==> src/rtl/brick_pkg.sv <==
// Shared constants, FSM encoding and spawn data for the brick sprite position controller.
// The BRICK_LFSR_SPAWN_EN build uses the LFSR seed and taps defined here.
package brick_pkg;

  localparam int H_ACTIVE   = 640;
  localparam int V_ACTIVE   = 480;
  localparam int SPR_W      = 87;
  localparam int SPR_H      = 86;
  localparam int HIT_FRAMES = 32;

  localparam logic [10:0] MAX_COL   = 11'(H_ACTIVE - SPR_W);
  localparam logic [10:0] MAX_ROW   = 11'(V_ACTIVE - SPR_H);
  localparam logic [10:0] DX        = 11'd3;
  localparam logic [10:0] DY        = 11'd1;
  localparam logic [10:0] SPAWN_ROW = 11'd0;

  typedef enum logic [1:0] {
    ST_IDLE  = 2'd0,
    ST_MOVE  = 2'd1,
    ST_HIT   = 2'd2,
    ST_SPAWN = 2'd3
  } state_t;

  localparam logic [2:0] SPAWN_LAST = 3'd4;
  localparam logic [9:0] LFSR_SEED  = 10'h2A5;
  localparam int         LFSR_TAP_A = 9;  // tap 10
  localparam int         LFSR_TAP_B = 6;  // tap 7

  function automatic logic [10:0] spawn_table(input logic [2:0] idx);
    case (idx)
      3'd0:    return 11'd0;
      3'd1:    return 11'd140;
      3'd2:    return 11'd280;
      3'd3:    return 11'd420;
      default: return MAX_COL;
    endcase
  endfunction

endpackage

==> src/rtl/brick_spawn_gen.sv <==
// Spawn column source: a 5-entry table walked by advance, or a free-running
// 10-bit LFSR when BRICK_LFSR_SPAWN_EN is defined.
module brick_spawn_gen
  import brick_pkg::*;
(
  input  logic        clk,
  input  logic        rst_n,
  input  logic        advance,
  output logic [10:0] col
);

`ifdef BRICK_LFSR_SPAWN_EN
  logic [9:0]  lfsr;
  logic [10:0] raw;
  logic        unused_advance;

  // The LFSR free-runs every clock, so advance carries no information here.
  assign unused_advance = advance;

  always_ff @(posedge clk) begin
    if (!rst_n) lfsr <= LFSR_SEED;
    else        lfsr <= {lfsr[8:0], lfsr[LFSR_TAP_A] ^ lfsr[LFSR_TAP_B]};
  end

  assign raw = {1'b0, lfsr};
  assign col = (raw < MAX_COL) ? raw : raw - MAX_COL;
`else
  logic [2:0] idx;

  // NOTE: non-blocking assignments so every register samples pre-edge values.
  always_ff @(posedge clk) begin
    if (!rst_n)       idx <= 3'd0;
    else if (advance) idx <= (idx == SPAWN_LAST) ? 3'd0 : idx + 3'd1;
  end

  assign col = spawn_table(idx);
`endif

endmodule

==> src/rtl/brick_mover.sv <==
// Brick sprite position controller: per-frame bounce/fall, hit blink, escape pulse.
// Optional LFSR spawn columns with BRICK_LFSR_SPAWN_EN.
module brick_mover
  import brick_pkg::*;
(
  input  logic        clk,
  input  logic        rst_n,
  input  logic        frame_tick,
  input  logic        start,
  input  logic        hit,
  output logic [10:0] b_col,
  output logic [10:0] b_row,
  output logic        visible,
  output logic        escaped,
  output logic [7:0]  hit_count,
  output logic [1:0]  state
);

  state_t      st, st_n;
  logic        dir_left, dir_left_n;
  logic [10:0] col_n, row_n;
  logic        vis_n, esc_n;
  logic [7:0]  hits_n;
  logic [4:0]  frames, frames_n;
  logic [10:0] spawn_col;

  brick_spawn_gen u_spawn (
    .clk     (clk),
    .rst_n   (rst_n),
    .advance (st == ST_SPAWN),
    .col     (spawn_col)
  );

  always_comb begin
    // NOTE: every output of this block gets a default first so no path infers a latch.
    st_n       = st;
    col_n      = b_col;
    row_n      = b_row;
    dir_left_n = dir_left;
    vis_n      = visible;
    esc_n      = 1'b0;
    hits_n     = hit_count;
    frames_n   = frames;

    case (st)
      ST_IDLE: begin
        vis_n = 1'b1;
        if (start) st_n = ST_SPAWN;
      end

      ST_SPAWN: begin
        col_n      = spawn_col;
        row_n      = SPAWN_ROW;
        dir_left_n = (spawn_col >= MAX_COL / 11'd2);
        vis_n      = 1'b1;
        st_n       = ST_MOVE;
      end

      ST_MOVE: begin
        if (hit) begin
          // A hit swallows any same-cycle movement or escape.
          st_n     = ST_HIT;
          hits_n   = (hit_count == 8'hFF) ? hit_count : hit_count + 8'd1;
          frames_n = 5'd0;
        end else if (frame_tick) begin
          if (!dir_left) begin
            if (b_col + DX >= MAX_COL) begin
              col_n      = MAX_COL;
              dir_left_n = 1'b1;
            end else begin
              col_n = b_col + DX;
            end
          end else if (b_col <= DX) begin
            col_n      = 11'd0;
            dir_left_n = 1'b0;
          end else begin
            col_n = b_col - DX;
          end

          if (b_row + DY > MAX_ROW) begin
            esc_n = 1'b1;
            st_n  = ST_SPAWN;
          end else begin
            row_n = b_row + DY;
          end
        end
      end

      ST_HIT: begin
        if (frame_tick) begin
          frames_n = frames + 5'd1;
          vis_n    = ~frames[2];
          if (frames == 5'(HIT_FRAMES - 1)) st_n = ST_SPAWN;
        end
      end

      default: st_n = ST_IDLE;
    endcase
  end

  always_ff @(posedge clk) begin
    if (!rst_n) begin
      st        <= ST_IDLE;
      b_col     <= 11'd0;
      b_row     <= SPAWN_ROW;
      dir_left  <= 1'b0;
      visible   <= 1'b1;
      escaped   <= 1'b0;
      hit_count <= 8'd0;
      frames    <= 5'd0;
    end else begin
      st        <= st_n;
      b_col     <= col_n;
      b_row     <= row_n;
      dir_left  <= dir_left_n;
      visible   <= vis_n;
      escaped   <= esc_n;
      hit_count <= hits_n;
      frames    <= frames_n;
    end
  end

  assign state = st;

endmodule

==> config.mk <==
export PLATFORM = sky130hd
export DESIGN_NAME = brick_mover
export DESIGN_NICKNAME = d
export VERILOG_FILES = /design/src/rtl/brick_pkg.sv /design/src/rtl/brick_spawn_gen.sv /design/src/rtl/brick_mover.sv
export SDC_FILE = /design/constraint.sdc
export NUM_CORES = 1
export LEC_CHECK = 0
export BUFFER_PORTS_ARGS = -buffer_cell sky130_fd_sc_hd__buf_4
export CAP_MARGIN = 20
export CELL_PAD_IN_SITES_DETAIL_PLACEMENT = 2
export CELL_PAD_IN_SITES_GLOBAL_PLACEMENT = 2
export CORE_MARGIN = 2
export CORE_UTILIZATION = 35
export DETAILED_ROUTE_END_ITERATION = 10
export GPL_TIMING_DRIVEN = 1
export HOLD_SLACK_MARGIN = 0.15
export PLACE_DENSITY = 0.86
export SLEW_MARGIN = 15
export SYNTH_ARGS = -nofsm -noshare
export SYNTH_HDL_FRONTEND = slang
export SYNTH_SLANG_ARGS = --single-unit
==> constraint.sdc <==
create_clock -name clk -period 2.5 [get_ports clk]
set_input_delay 0.25 -clock clk [delete_from_list [all_inputs] [get_ports clk]]
set_output_delay 0.25 -clock clk [all_outputs]
set_load 0.005 [all_outputs]
# Word-level counts from Yosys, hierarchy flattened
# Cells that the tools add are included.
dict set report word_totals {
  reg_bits 43
  word_cells 86
}
dict set report classes {
  n_reduce_logical 13
  muxes 31
  n_eq_ne 18
  bitwise_logic 5
  n_lt_le_gt_ge 4
  addsub 6
}
# op n
set op_table {}
lappend op_table {{two-way mux 11 bit} 8}
lappend op_table {{case mux 11 bit (2 select lines)} 2}
lappend op_table {{case mux 10 bit (4 select lines)} 1}
lappend op_table {{inequality test 2 bit, second input constant} 7}
lappend op_table {{two-way mux 2 bit} 6}
lappend op_table {{adder 11 x 1 -> 11 bit, second input constant} 1}
lappend op_table {{adder 11 x 2 -> 11 bit, second input constant} 1}
lappend op_table {{greater-or-equal comparator 11 x 10 -> 1 bit, second input constant} 1}
lappend op_table {{greater-or-equal comparator 11 x 9 -> 1 bit, second input constant} 1}
lappend op_table {{greater-than comparator 11 x 9 -> 1 bit, second input constant} 1}
lappend op_table {{less-or-equal comparator 11 x 2 -> 1 bit, second input constant} 1}
lappend op_table {{subtractor 11 x 2 -> 11 bit, second input constant} 1}
lappend op_table {{two-way mux 5 bit} 2}
lappend op_table {{case mux 5 bit (2 select lines)} 1}
lappend op_table {{AND reduction 3 bit} 3}
lappend op_table {{adder 8 x 1 -> 8 bit, second input constant} 1}
lappend op_table {{== test 8 bit, second input constant} 1}
lappend op_table {{case mux 2 bit (4 select lines)} 1}
lappend op_table {{two-way mux 1 bit} 7}
lappend op_table {{== test 3 x 2 -> 1 bit, second input constant} 2}
lappend op_table {{inequality test 3 bit, second input constant} 2}
lappend op_table {{nonzero test 2 bit} 3}
lappend op_table {{adder 5 x 1 -> 5 bit, second input constant} 1}
lappend op_table {{== test 5 bit, second input constant} 1}
lappend op_table {{15 further kinds} 21}

# Depth between registers and ports, before layout
# Gate-level depths: netlist of the first run.
dict set report depth {
  depth_word 7
  ltp_mapped 10
}

# Modules after synthesis
# A second synthesis of the first run with hierarchy kept.
dict set report unflattened {
  hier_cells 408
  area_unflattened_um2 3210.6
}
# mod cells_each seq_area_each_um2 instances area_per_inst_um2
set by_module_without_submodules {}
lappend by_module_without_submodules {brick_mover 373 800.8 1 2917.8}
lappend by_module_without_submodules {brick_spawn_gen 35 60.1 1 292.8}

# Least setup slack after synthesis of the first run
# OpenSTA, ideal clock, no wires.
dict set report synth_path {
  path_type {register -> register}
  startpoint {register b_col[0]}
  endpoint {register dir_left}
  path_buffers 2
  setup_time_ns 0.117
  t_arrival_ns 2.014
  setup_slack_ns 0.369
  required_ns 2.383
  path_stages_with_launch 11
  period_less_slack_ns 2.131
  cell_sequence {dfxtp_1 buf_2 inv_1 ha_1 buf_2 nand3b_4 o31ai_4 o31ai_1 a211oi_1 o21ai_1 a32o_1}
}
dict set report synth_between {
  elab_chain_cells 7
  elab_cells_between_ends 9
  classes_between {1 x add/sub; 2 x order compare; 6 x mux}
}
# element line_no
set synth_rtl {}
lappend synth_rtl {{start: declaration} brick_mover.sv:11} ;# output logic [10:0] b_col,
lappend synth_rtl {{start signal: assignment} brick_mover.sv:113} ;# b_col <= col_n;
lappend synth_rtl {{adder 11 x 2 -> 11 bit} brick_mover.sv:67} ;# if (b_col + DX >= MAX_COL) begin
lappend synth_rtl {{greater-or-equal comparator 11 x 10 -> 1 bit} brick_mover.sv:67}
lappend synth_rtl {{two-way mux 1 bit} brick_mover.sv:67}
lappend synth_rtl {{two-way mux 1 bit (*)} brick_mover.sv:66} ;# if (!dir_left) begin
lappend synth_rtl {{two-way mux 1 bit (*)} brick_mover.sv:65} ;# end else if (frame_tick) begin
lappend synth_rtl {{two-way mux 1 bit (*)} brick_mover.sv:60} ;# if (hit) begin
lappend synth_rtl {{case mux 1 bit (2 select lines) (*)} brick_mover.sv:45} ;# case (st)
lappend synth_rtl {{end signal: assignment} brick_mover.sv:115} ;# dir_left <= dir_left_n;
lappend synth_rtl {{end: declaration} brick_mover.sv:20} ;# logic dir_left, dir_left_n;
# Every way passes the cells marked *; elsewhere a longest branch is shown, timed or not. The select of a mux whose other input is x is not followed.
# A chain may end at the register's enable or synchronous reset.

# Worst setup path after layout of the first run
dict set report layout_path {
  startpoint {register b_row[1]}
  endpoint {register b_row[5]}
}
dict set report layout_between {
  elab_chain_cells 5
  elab_cells_between_ends 8
  classes_between {1 x add/sub; 1 x order compare; 1 x eq/ne; 4 x mux; 1 x reduce/logical}
}
# element line_no
set layout_rtl {}
lappend layout_rtl {{start: declaration} brick_mover.sv:12} ;# output logic [10:0] b_row,
lappend layout_rtl {{start signal: assignment} brick_mover.sv:114} ;# b_row <= row_n;
lappend layout_rtl {{adder 11 x 1 -> 11 bit (*)} {brick_mover.sv:80, brick_mover.sv:84}}
lappend layout_rtl {{branches (longest 4 deep; another with greater-than comparator 11 x 9 -> 1 bit)} -}
# Mark *: on every way between the ends. The select of a mux whose other input is x is not followed.

==> summary.txt, run 1 <==
Critical path
  – Crit path required time: approximately 2.8 ns
  – WP buf/inv: 0
  – CP max-delay cell: dfxtp_1
  – CP arrival: around 2.6 ns
  – Largest delay share family, worst path: compound AO/OA/AOI/OAI gates
  – CP max FO: 12
  – Crit path cell chain: ha_1, and3_4, xnor2_2, a41oi_2, a211o_2, nor3_1, a211o_1
  – Worst path max stage delay: 0.54 ns
  – Setup CP Type: reg2reg
  – CP startpoint kind: flip-flop
  – Crit. End Element: flip-flop

Yosys
  – Post-synthesis cell area: ~3300 um^2
  – Synth Flop Type: dfxtp_1
  – Synthesized Nets: between 400 and 500
  – Synth unique cells: 79
  – Post-synth EDFFs: 0
  – Yosys warning count: 0
  – Async S/R FF share, synth: 0%
  – Syn Area/Cell: 8.10 um^2
  – Mapped Cells: about 400
  – Synthesized flop and latch total: 43
  – Post-synthesis sequential area ratio: 26.3%

Timing
  – Final WS setup: 0.140 ns
  – Final Critical Period: between 2 and 2.5 ns
  – Final Skew: about 0.0054 ns
  – Worst Tran Pin Value: ~0.6 ns
  – Setup TNS: 0 ns
  – Fin. max-slew vios: 0
  – Setup violations, final: 0
  – Final Hold Fails: 0
  – Final period utilization: a little over nine tenths
  – RSZ-0062 raised after global routing: no
  – Worst slew margin: 58.7%
  – FMAX: 424 MHz

GRT
  – Gr usage total: between 20% and 30%
  – Antenna violations before repair: 0
  – First-pass GRT wire length: approximately 18000 um
  – Largest net degree at the start of global routing: 15
  – Total global routing overflow: 0
  – Number of global-route vias before repair: around 3400

Cells and area
  – Fin util: approximately two fifths
  – Cell area after layout: about 3700 um^2
  – Nets: between 400 and 500
  – # diodes: 0
  – Share of cells above drive strength 1: between 20% and 30%
  – Area added between synthesis and finish: 11.8%
  – Non-Filler Instances: about 540
  – Layout fillers: around 1100

CTS
  – CTS Buf Count: 5
  – Worst-Skew Late Latency: about 0.30 ns
  – CTS sink count: 43
  – CTS tree: done
  – CTS root buf: clkbuf_8
  – CTS max path bufs: 2
  – # H-tree levels: 2
  – Hold_buf cts: 0
  – Reg clk slew, reported paths: 0.09 ns

Placed design
  – GPL Wtd Cong: slightly below 0.9
  – Port Buffer Count: 38
  – Post-DP Area: roughly 3600 um^2
  – Dpl hpwl: just over 8000 um
  – Dpl ws: 0.160 ns
  – Cell count after placement: 536

Detailed routing
  – Routed Antenna Nets: 0
  – Initial DRC Count: about 110
  – Wirelength, routed: approximately 11000 um
  – Wire length on met2: between 5000 and 6000 um
  – Met3 wire len: 332 um
  – WL met1: around 4900 um
  – Routed length per instance: approximately 20 um
  – First-pass iteration count of the detailed router: 4
  – Highest routed layer: met4
  – Vias per cell: between 5 and 6
  – Via count: approximately 3300
  – DRC: 0

Floorplan
  – Core area: 9150 um^2
  – I/O pin count: 39
  – Starting Density: between 30 and 40%
  – Die Width: ~100 um
  – Row count: 35
  – DIE AREA: approximately 10000 um^2
  – Die Span Y: between 100 and 150 um

Run status
  – Status: finished, final reports clean

Power and ir drop
  – Sequential power share: 49.2%
  – Peak supply drop: about 320 uV
  – PD cells: 406 nW/um^2
  – P_leak: around 0.0014 uW
  – Power share of the clock group: a little under a third
  – Int Pwr: 1010 uW
  – Switching Fraction: 31.9%
  – Comb power frac: 20.0%
  – P_sw: ~470 uW

Hold path
  – Worst Hold Class: in2reg

Job
  – Maxcap violations: 0
==> power by group through the flow <==
| stage | registers [uW] | logic [uW] | clock network (uW) |
|---|---|---|---|
| after CTS | 732 | 297 | 473 |
| final | 732 | 298 | 457 |
| after detailed placement | 747 | 293 | 0 |
| after floorplan | 729 | 213 | 0 |
| after global placement | 746 | 278 | 0 |
| after global routing | 736 | 327 | 500 |
==> layout make-up <==
class	count	area (um^2)	area share, %
clock inverters	2	12.5	0.342
inverters	11	41.3	1.13
well taps	111	139	3.80
clock buffers	6	72.6	1.98
repair buffers	52	390	10.7
flip-flops and latches	43	863	23.6
multi-input cells	319	2140	58.5
==> cell families after synthesis <==
logic type                 Yosys count  share of synthesized area (%)
and+or+nand+nor                    167                           27.9
AOI/OAI and AO/OA                  116                           25.6
DFF                                 43                           26.3
buffers and inverters               42                           8.56
xor gates and xnor gates            19                           5.31
adders and majority gates           13                           4.97
muxes                                4                           1.26
==> synth_stat cells, drive strengths merged, types with 9 or more instances <==
library cell,count,area (um^2)
inv,11,41.3
dfxtp,43,861
nand4,9,62.6
ha,13,163
buf,21,180
nand3,19,108
o21ai,19,95.1
xor2,9,78.8
a21oi,28,155
nor3,15,96.4
xnor2,10,95.1
nor2,40,155
clkbuf,10,58.8
nand2,39,154
==> through the flow <==
stage | hold WS [ns] | total power [uW]
CTS | 0.211 | 1500
global placement | 0.449 | 1020
floorplan | 0.397 | 942
detailed placement | 0.481 | 1040
finish | 0.215 | 1490
global route | 0.204 | 1560
==> repair_timing <==
action,4_1_cts,5_1_grt
setup buffers,0,0
gates resized for setup,0,3
endpoints found under the setup margin,0,14
==> placed cells by master (no fill, tap or decap), types with 9 or more instances in the layout <==
cell     count
nor3_1      12
inv_1       11
buf_4       52
o21ai_0     18
ha_1        13
dfxtp_1     41
nand3_1     18
nand2_1     38
nor2_1      38
xor2_1       9
a21oi_1     24
xnor2_1      9
==> registers in the layout (all words and copies together), names as in the netlist <==
name,count
dir_left,1
hit_count,8
b_col,11
escaped,1
visible,1
u_spawn.idx,3
b_row,11
frames,5
state,2
==> worst reg2reg max path: stages (launching register included) <==
cell	delay (ns)
dfxtp_1	0.54
ha_1	0.34
and3_4	0.26
xnor2_2	0.13
a41oi_2	0.18
a211o_2	0.48
nor3_1	0.24
a211o_1	0.12
==> path summary, 6_finish.rpt <==
kind / from / endpoint / slack [ns] / cells past startpoint
setup / recovery: b_row[1]$_SDFFE_PN0P_ / b_row[5]$_SDFFE_PN0P_ / 0.14 / 7
hold / removal: rst_n / visible$_SDFFE_PN1P_ / 0.22 / 2
setup reg to reg: b_row[1]$_SDFFE_PN0P_ / b_row[5]$_SDFFE_PN0P_ / 0.14 / 7
hold reg to reg: frames[1]$_SDFFE_PN0P_ / frames[1]$_SDFFE_PN0P_ / 0.49 / 2
==> layer usage <==
metal | up-vias | track usage, %
met5 | - | 0
met4 | 0 | 6.74
li1 | 1532 | -
met1 | 1624 | 27.7
met2 | 73 | 39.2
met3 | 22 | 3.19
Power figures use the tool's default switching activity.
==> run 2: changes to the inputs <==
clock period = 2.46 ns   (was 2.5 ns; I/O delays follow)
==> run 2 against run 1 <==
Compared with the run above: via count is 1.7% lower; clock-buffer cell count stayed put; die area unchanged; sequential share of layout area shrank 0.26 points; first-iteration DRC count shrank 58%; global-route usage is 0.44 points higher; total power grew 11%; sequential power rose by 1%; largest power group unchanged.
==> summary.txt, run 2 (synthesis results as in run 1) <==
Power and ir drop
  – Peak supply drop: 196 uV (-39%)
  – PD cells: 445 nW/um^2 (+9.6%)
  – P_leak: 0.00145 uW (+1.9%)

Cells and area
  – Share of cells above drive strength 1: 21.2% (+0.41 points)
  – Leading cell type in the layout, fill and taps excluded: buf_4
  – Largest regs: b_col x11, b_row x11, hit_count x8
  – Nets: 451 (+0.22%)
  – Area added between synthesis and finish: 13.0%
  – Most frequent cells in the layout: 53 x buf_4, 41 x dfxtp_1, 38 x nand2_1, 38 x nor2_1, 24 x a21oi_1
  – # diodes: 0 (unchanged)

CTS
  – Worst-Skew Late Latency: 0.31 ns (about the same)
  – # H-tree levels: 2 (unchanged)
  – Reg clk slew, reported paths: 0.09 ns (about the same)
  – CTS root buf: clkbuf_8
  – CTS Buf Count: 5 (unchanged)
  – Post-CTS Setup Inserts: 0 (unchanged)
  – CTS max path bufs: 2 (unchanged)
  – CTS tree: done
  – CTS sink count: 43 (unchanged)

GRT
  – Grt met2 use: 41.2% (+1.9 points)
  – GRT met3 Usage: 2.57% (-0.62 points)
  – Antenna violations before repair: 0 (unchanged)
  – Number of global-route vias before repair: 3453 (+0.79%)
  – Total global routing overflow: 0 (unchanged)
  – First-pass GRT wire length: 18300 um (+2.4%)
  – Most Crowded Layer GR: met2
  – Largest net degree at the start of global routing: 23 (+8)
  – Met1 Usage GRT: 28.7% (+0.98 points)
  – Gr usage total: 22.6% (+0.44 points)

Floorplan
  – Die Width: 101 um (unchanged)
  – Die Span Y: 101 um (unchanged)
  – I/O pin count: 39 (unchanged)
  – Starting Density: 35.8% (unchanged)
  – Core area: 9150 um^2 (unchanged)
  – DIE AREA: 10100 um^2 (unchanged)
  – Row count: 35 (unchanged)

Timing
  – Worst slew margin: 66.7% (+8.0 points)
  – Final WS setup: 0.176 ns (+0.0360 ns)
  – Final period utilization: 92.9% (-1.6 points)
  – Final Skew: 0.00799 ns (+0.00264 ns)
  – RSZ-0062 raised after global routing: no
  – Setup violations, final: 0 (unchanged)
  – Fin. max-slew vios: 0 (unchanged)
  – Setup TNS: 0 ns (unchanged)
  – Final Critical Period: 2.28 ns (-0.0760 ns)
  – Worst Tran Pin Value: 0.493 ns (-0.118 ns)
  – FMAX: 438 MHz (+3.3%)
  – Final Hold Fails: 0 (unchanged)

Hold path
  – Worst Hold Class: in2reg

Critical path
  – Crit. End Element: flip-flop
  – CP startpoint kind: flip-flop
  – Setup CP Type: reg2reg
  – Crit path required time: 2.62 ns (-0.13 ns)
  – CP max FO: 8 (-4)
  – CP arrival: 2.44 ns (-0.17 ns)

Run status
  – Status: finished, final reports clean

Detailed routing
  – Vias per cell: 5.87 (-1.8%)
  – Routed Antenna Nets: 0 (unchanged)
  – First-pass iteration count of the detailed router: 4 (unchanged)
  – DRC: 0 (unchanged)
  – Wirelength, routed: 10800 um (-2.3%)
  – Via count: 3197 (-1.7%)
  – Routed length per instance: 19.9 um (-2.5%)
  – Initial DRC Count: 47 (-58%)

Placed design
  – Dpl hpwl: 8140 um (-1.6%)
  – GPL Wtd Cong: 0.876 (+0.87%)
  – Dpl ws: 0.0743 ns (-0.0860 ns)
  – Port Buffer Count: 38 (unchanged)

Job
  – Maxcap violations: 0 (unchanged)
run 2: changes by cell type in the layout (fill, tap and decap cells not counted):
cell and delta:
clkbuf_8 +1, clkbuf_1 -1, bufinv_16 +1, clkinvlp_4 -1
buf_4 +1
run 2: final cells by class:
class	count	area, um^2
clock buffers	6	82.6
inverters	11	41.3
well taps	111	139
repair buffers	53	398
flip-flops and latches	43	863
multi-input cells	319	2140
clock inverters	2	35.0
fillers	1079	5450
run 2: routing by layer:
layer / share of wire (%) / up-vias
li1: - / 1539
met1: 45 / 1598
met2: 51 / 50
met3: 2.4 / 10
met4: 1.1 / 0
met5: 0 / -
run 2: critical path: stages (launching register included):
cell      delay, ns
dfxtp_1        0.35
inv_1          0.07
ha_1           0.31
xnor2_1        0.17
nor3_1         0.35
o31ai_1        0.15
a211oi_1       0.39
nand2b_1       0.20
a41oi_1        0.14
run 2: report_power, final:
| group | switching, uW | leakage [uW] | internal, uW |
|---|---|---|---|
| sequential | 28.9 | 0.000348 | 711 |
| combinational | 187 | 0.00104 | 119 |
| clock | 273 | 0.0000612 | 329 |
run 2: repair_timing:
action,in CTS,in global routing
resized for setup,0,3
setup endpoints to repair,0,11
hold buffers,0,0
run 2: path summary, 6_finish.rpt:
| check | to | from | cells after the start | slack, ns |
|---|---|---|---|---|
| max | b_col[0]$_SDFFE_PN0P_ | b_col[0]$_SDFFE_PN0P_ | 8 | 0.18 |
| min reg2reg | frames[1]$_SDFFE_PN0P_ | frames[1]$_SDFFE_PN0P_ | 2 | 0.49 |
| max reg2reg | b_col[0]$_SDFFE_PN0P_ | b_col[0]$_SDFFE_PN0P_ | 8 | 0.18 |
| min | visible$_SDFFE_PN1P_ | rst_n | 2 | 0.20 |
run 2: metrics by stage:
step	instance area (um^2)	std cells	hold WS [ns]	power, uW	utilization [%]
final	3700	545	0.204	1650	40.4
after global routing	3700	545	0.207	1720	40.4
after CTS	3690	545	0.201	1660	40.3
after detailed placement	3570	537	0.477	1060	39.0
after global placement	3570	537	0.452	1040	39.0
after floorplan	3270	404	0.393	958	-
